===== src/rtl/pc_unit.sv =====
// Program-counter unit: sequential, branch, jump, call and return selection
// with a circular return-address stack feeding return targets.
module pc_unit #(
  parameter int unsigned      WIDTH        = 32,
  parameter logic [WIDTH-1:0] INC          = WIDTH'(1),
  parameter logic [WIDTH-1:0] RESET_VECTOR = '0,
  parameter int unsigned      RAS_DEPTH    = 4
) (
  input  logic             clk,
  input  logic             rst,
  input  logic             stall,
  input  logic [2:0]       op,
  input  logic [WIDTH-1:0] offset,
  input  logic [WIDTH-1:0] target,
  output logic [WIDTH-1:0] pc_out,
  output logic             ras_empty,
  output logic             ras_full,
  output logic             ras_ovf,
  output logic             ras_unf
);

  localparam int unsigned PW = $clog2(RAS_DEPTH);
  localparam int unsigned CW = $clog2(RAS_DEPTH + 1);
  localparam logic [PW-1:0] PTR_MAX = PW'(RAS_DEPTH - 1);
  localparam logic [CW-1:0] CNT_MAX = CW'(RAS_DEPTH);

  localparam logic [2:0] OP_BR   = 3'b001;
  localparam logic [2:0] OP_JMP  = 3'b010;
  localparam logic [2:0] OP_CALL = 3'b011;
  localparam logic [2:0] OP_RET  = 3'b100;

  logic [WIDTH-1:0] pc_q, pc_d;
  logic [PW-1:0]    ptr_q, ptr_d;
  logic [CW-1:0]    cnt_q, cnt_d;
  logic             ovf_q, ovf_d;
  logic             unf_q, unf_d;

  logic [WIDTH-1:0] ras_q [RAS_DEPTH];

  logic [WIDTH-1:0] seq_pc;
  logic [WIDTH-1:0] top;
  logic [PW-1:0]    ptr_nx;
  logic [PW-1:0]    ptr_pv;
  logic             empty;
  logic             full;
  logic             push;
  logic             is_br;
  logic             is_jmp;
  logic             is_call;
  logic             is_ret;

  assign empty   = (cnt_q == '0);
  assign full    = (cnt_q == CNT_MAX);
  assign is_br   = (op == OP_BR);
  assign is_jmp  = (op == OP_JMP);
  assign is_call = (op == OP_CALL);
  assign is_ret  = (op == OP_RET);

  // ptr_q names the next free slot; the top entry sits one below it
  always_comb begin
    seq_pc = pc_q + INC;
    ptr_nx = (ptr_q == PTR_MAX) ? '0 : ptr_q + 1'b1;
    ptr_pv = (ptr_q == '0) ? PTR_MAX : ptr_q - 1'b1;
    top    = ras_q[ptr_pv];
  end

  always_comb begin
    pc_d  = pc_q;
    ptr_d = ptr_q;
    cnt_d = cnt_q;
    ovf_d = 1'b0;
    unf_d = 1'b0;
    push  = 1'b0;
    if (!stall) begin
      pc_d = seq_pc;
      unique case (1'b1)
        is_br:   pc_d = pc_q + offset;
        is_jmp:  pc_d = target;
        is_call: begin
          push  = 1'b1;
          pc_d  = target;
          ptr_d = ptr_nx;
          if (full) ovf_d = 1'b1;
          else      cnt_d = cnt_q + 1'b1;
        end
        is_ret: begin
          if (empty) begin
            unf_d = 1'b1;
          end else begin
            pc_d  = top;
            ptr_d = ptr_pv;
            cnt_d = cnt_q - 1'b1;
          end
        end
        default: ;
      endcase
    end
  end

  always_ff @(posedge clk or posedge rst) begin
    if (rst) begin
      pc_q  <= RESET_VECTOR;
      ptr_q <= '0;
      cnt_q <= '0;
      ovf_q <= 1'b0;
      unf_q <= 1'b0;
    end else begin
      pc_q  <= pc_d;
      ptr_q <= ptr_d;
      cnt_q <= cnt_d;
      ovf_q <= ovf_d;
      unf_q <= unf_d;
    end
  end

  // A full stack overwrites its oldest entry, which is the slot at ptr_q
  always_ff @(posedge clk) begin
    if (push) ras_q[ptr_q] <= seq_pc;
  end

  assign pc_out    = pc_q;
  assign ras_empty = empty;
  assign ras_full  = full;
  assign ras_ovf   = ovf_q;
  assign ras_unf   = unf_q;

endmodule


===== config.mk =====
export PLATFORM = sky130hd
export DESIGN_NAME = pc_unit
export DESIGN_NICKNAME = d
export VERILOG_FILES = /design/src/rtl/pc_unit.sv
export SDC_FILE = /design/constraint.sdc
export NUM_CORES = 1
export LEC_CHECK = 0
export ABC_AREA = 1
export BUFFER_PORTS_ARGS = -buffer_cell sky130_fd_sc_hd__buf_2
export CAP_MARGIN = 0
export CORE_UTILIZATION = 45
export DETAILED_ROUTE_END_ITERATION = 16
export GPL_ROUTABILITY_DRIVEN = 0
export PLACE_DENSITY = 0.64
export SYNTH_ARGS = -nofsm -noshare
export SYNTH_HDL_FRONTEND = slang
export SYNTH_SLANG_ARGS = --single-unit

===== constraint.sdc =====
create_clock -name clk -period 4.6 [get_ports clk]
set_input_delay 0.23 -clock clk [delete_from_list [all_inputs] [get_ports clk]]
set_output_delay 0.23 -clock clk [all_outputs]
set_load 0.03 [all_outputs]

# Word-level counts from Yosys, hierarchy flattened
# Memories as Yosys holds them, arrays and structs flattened.
# Index checks and enable logic that the tools add are counted.
# Widths: inputs -> output; s select.
# totals
ff_bits,39
ramBits,128
mem_bits_ro,0
word_cells,46
inputBits,70
mem_count,1
latchBits,0
# classes
bitwise_logic,1
eq_ne,8
n_shift,0
n_addsub,6
order_cmp,0
n_reduce_logical,6
mux,19
multipliers,0
n_div,0
# mem_list
memory,depth,width,rd,rd_clocked_by_memory_dff,write_ports,line,text
ras_q,4,32,1,0,1,38,logic [WIDTH-1:0] ras_q [RAS_DEPTH];
# ops
operator,count
$pmux 32 s3,1
$add 32x1->32 const B,1
$add 32x32->32,1
$mux 32,1
$mux 1,10
$eq 3x2->1 const B,2
$eq 3x3->1 const B,2
$mux 2,3
$mux 3,2
$pmux 3 s2,1
$ne 2x2->1 const B,2
$pmux 2 s2,1
$reduce_and 4->1,1
$add 3x1->3 const B,1
$eq 3x1->1 const B,1
$logic_not 3->1,1
$reduce_and 3->1,1
$sub 3x1->3 const B,1
$add 2x1->2 const B,1
$eq 2x2->1 const B,1
$logic_not 2->1,1
$reduce_bool 2->1,1
$reduce_or 2->1,1
$sub 2x1->2 const B,1
$not 1->1,1

# Longest topological paths before layout
# logic_depth
depth_word,5
mapped_depth,15

# Worst setup path after synthesis
# No wires, ideal clock.
# synth_timing
path_type,register -> register
start,reg ptr_q[0]
end,mem ras_q[0][0] (enable)
stages_incl_launch_ff,5
slack_ns,2.092
path_buffers,0
arrival_ns,2.086
period_less_slack_ns,2.508
setup_ns,0.421
cell_sequence,dfrtp_1 -> inv_1 -> ha_1 -> inv_1 -> nor2_1
# synth_lines
item,line,text
start: declaration,33,"logic [PW-1:0] ptr_q, ptr_d;"
start signal: assignment,109,ptr_q <= ptr_d;
end: declaration,38,
# No word-level cell before the write port.

# Worst setup path in the final report
# layout_timing
start,reg ptr_q[0]
end,"reg pc_q[7], in the netlist pc_out[7]"
# layout_via
elab_chain_cells,5
elab_cells_between_ends,6
classes_between,add/sub: 1; mux: 3; reduce/logical: 1; memory: 1
# layout_lines
item,line,text
$sub 2x1->2 / $logic_not 2->1 (equally long branches),63,ptr_pv = (ptr_q == '0) ? PTR_MAX : ptr_q - 1'b1;
$mux 2 *,63,
$mem_v2 4x32 *,n/a,
$mux 32 *,87,if (empty) begin
$pmux 32 s3 *,76,unique case (1'b1)
end signal: assignment,108,pc_q <= pc_d;
end: declaration,32,"logic [WIDTH-1:0] pc_q, pc_d;"
# Every way passes the cells marked *; elsewhere a longest branch is shown, timed or not.
# A chain may end at the register's enable or synchronous reset.

==> metrics.txt <==
Lkg Pwr around 5.8 nW; placed insts 1858; layout cells sized above 1 0.119; Die Y roughly 160 um; Via density between 5 and 6; Slew HR 0.286; IO Pins 106; Syn Inst Count 1460; min Tclk post-route 2800 ps; initial antenna violation count 0; endpoints failing hold 0; core footprint approximately 0.024 mm^2; hold_buf cts 0; All-Layer GR Usage 0.268; Setup Skew between 10 and 15 ps; Crit path max-delay family simple AND/OR/NAND/NOR gates; TritonCTS Buffers 17; Routed Antenna Nets 0; RSZ-0062 raised after global routing no; Die W between 150 and 200 um; CTS clk-pin slew, worst paths about 70 ps; Residual DRC 0; Final nets 1666; Worst-Skew Late Latency approximately 430 ps; Initial Utilization 0.459; Syn Area/Cell 7.40 um^2; Final Cell Area approximately 0.012 mm^2; critical path arrival 3170 ps; clock sink count ~170; largest cells by area after synthesis edfxtp_1, nand2_1, dfrtp_1; setup TNS 0 ps; Inserted Diodes 0; # setup viols final 0; run status finished clean; total gr overflow 0; hpwl dp around 23 mm; Crit-path slowest cell nand2_2; Clock Path Buffers 2; Post-synth top flop edfxtp_1; fin crit share 0.610; worst slew pin tran 1070 ps; post_cts resized 0; top-area cell type share of the netlist area 0.356; Fin Hold WS ~44 ps; full die area 0.0246 mm^2; number of synthesized flops with an enable pin between 100 and 150; Rows 56; Routed WL per cell roughly 17 um; Crit Path Category reg2reg; CP max stage delay roughly 670 ps; Peak VDD IR 0.000376 V; Routed WL about 32 mm; Slew Viols, Final 0; vias in the first global route ~9100; largest net degree at the start of global routing 55; Mapped Nets around 1600; CTS tree done; CP max FO 46; HP Class in2async; PwrDens just over 500 mW/mm^2; Root Buffer clkbuf_16; IO Port Bufs ~110; Worst setup EP type flop; detailed-route via count 9803; CP bufs+invs 4; Async SR Flop Fraction 0.234; placed cell area about 0.012 mm^2; DR iter-0 viols slightly above 700; H-tree levels 4; postcts setup bufs 0; Area growth, synth to finish 12.8%; Synth Warn # 0; synth unique cells between 40 and 50; Setup crit start kind flop; post-synthesis cell area between 0.01 and 0.015 mm^2; final cell count without fillers ~1900; Req. time, crit path slightly below 5000 ps; reg2reg setup slack around 1800 ps; Final Worst Setup Slack ~1800 ps; TritonRoute pass-1 iters 6; Max-cap violations 0; first-pass GRT wire length about 49 mm; cells along the critical path inv_1, ha_1, inv_1, nand2_2, buf_4, nand2_1, nand3_1, nand3_1, nand3_1, nand3b_1, o21ai_0, inv_1; Fmax ~360 MHz; register area share after synthesis 0.446; Yosys top cell by area edfxtp_1; Yosys reg bits approximately 170; pre-CTS setup slack roughly 1800 ps
## where the power goes
group          total (W)  switching (W)  internal, W  leakage [nW]
clock            0.00129       0.000605     0.000689         0.251
combinational    0.00289        0.00201     0.000876          3.98
sequential       0.00211       0.000237      0.00187          1.59
total            0.00629        0.00285      0.00343          5.83
## cell families after synthesis
group | synth area share
compound gates | 0.0549
flops | 0.446
simple gates | 0.346
fa+ha+maj | 0.0454
buf+inv | 0.0959
xor+xnor | 0.0113
## metrics by stage
| step | total power, W | utilization |
|---|---|---|
| after floorplan | 0.00414 | - |
| final | 0.00629 | 0.517 |
| after detailed placement | 0.00498 | 0.495 |
| after CTS | 0.00627 | 0.517 |
| after global routing | 0.00673 | 0.517 |
| after global placement | 0.00493 | 0.495 |
## cell usage in the layout (no fill, tap or decap), types with 4 or more instances in the layout
cell type / n
xnor2_1: 4
nor3_1: 11
o21bai_1: 8
or2_2: 8
clkinvlp_4: 4
xor2_1: 10
o21ai_0: 32
nand2_2: 4
and2_1: 11
nand2_1: 487
dfrtp_1: 39
ha_1: 36
nor2_2: 7
nand4_1: 11
buf_4: 10
edfxtp_1: 128
nand3b_1: 8
inv_1: 222
inv_2: 7
clkbuf_16: 17
nor2_1: 120
buf_2: 105
a21oi_1: 47
nand3_1: 188
## synthesized netlist by cell type, types with 6 or more instances
| library cell | instances |
|---|---|
| nor2_1 | 125 |
| o21bai_1 | 8 |
| nor3_1 | 11 |
| o21ai_0 | 32 |
| clkbuf_1 | 12 |
| buf_2 | 15 |
| nand3b_1 | 8 |
| inv_1 | 223 |
| or2_2 | 8 |
| inv_2 | 6 |
| nand4_1 | 11 |
| ha_1 | 36 |
| dfrtp_1 | 39 |
| edfxtp_1 | 128 |
| nand2_1 | 488 |
| nand3_1 | 188 |
| a21oi_1 | 47 |
| and2_1 | 11 |
| xor2_1 | 10 |
## sequential cells by signal, summed over array words and instances (netlist names)
name,cells
cnt_q,3
ras_q,128
ras_ovf,1
pc_out,32
ras_unf,1
ptr_q,2
## worst paths after layout
kind | cells after the start | start | endpoint
min in group clk | 4 | op[2] | ras_ovf
max reg2reg | 12 | ptr_q[0] | pc_out[7]
min | 2 | rst | pc_out[30]
max | 12 | ptr_q[0] | pc_out[7]
min reg2reg | 1 | cnt_q[2] | cnt_q[2]
max in group asynchronous | 2 | rst | pc_out[0]
## area by class of cell
cell class                 instances  area, um^2
fill                            2349       11400
clock inverter                    15         105
inverter                         229         860
timing repair buffer             115         601
multi-input combinational       1028        4970
clock buffer                      17         425
sequential                       167        4820
tap                              319         399
## routing by layer
layer,global-route usage,part of all wire,up-vias
met2,0.435,0.46,352
met5,0,0,-
met1,0.364,0.44,4521
met3,0.0361,0.066,45
li1,-,-,4885
met4,0.102,0.028,0
No activity file was read; power rests on OpenSTA's default activity.
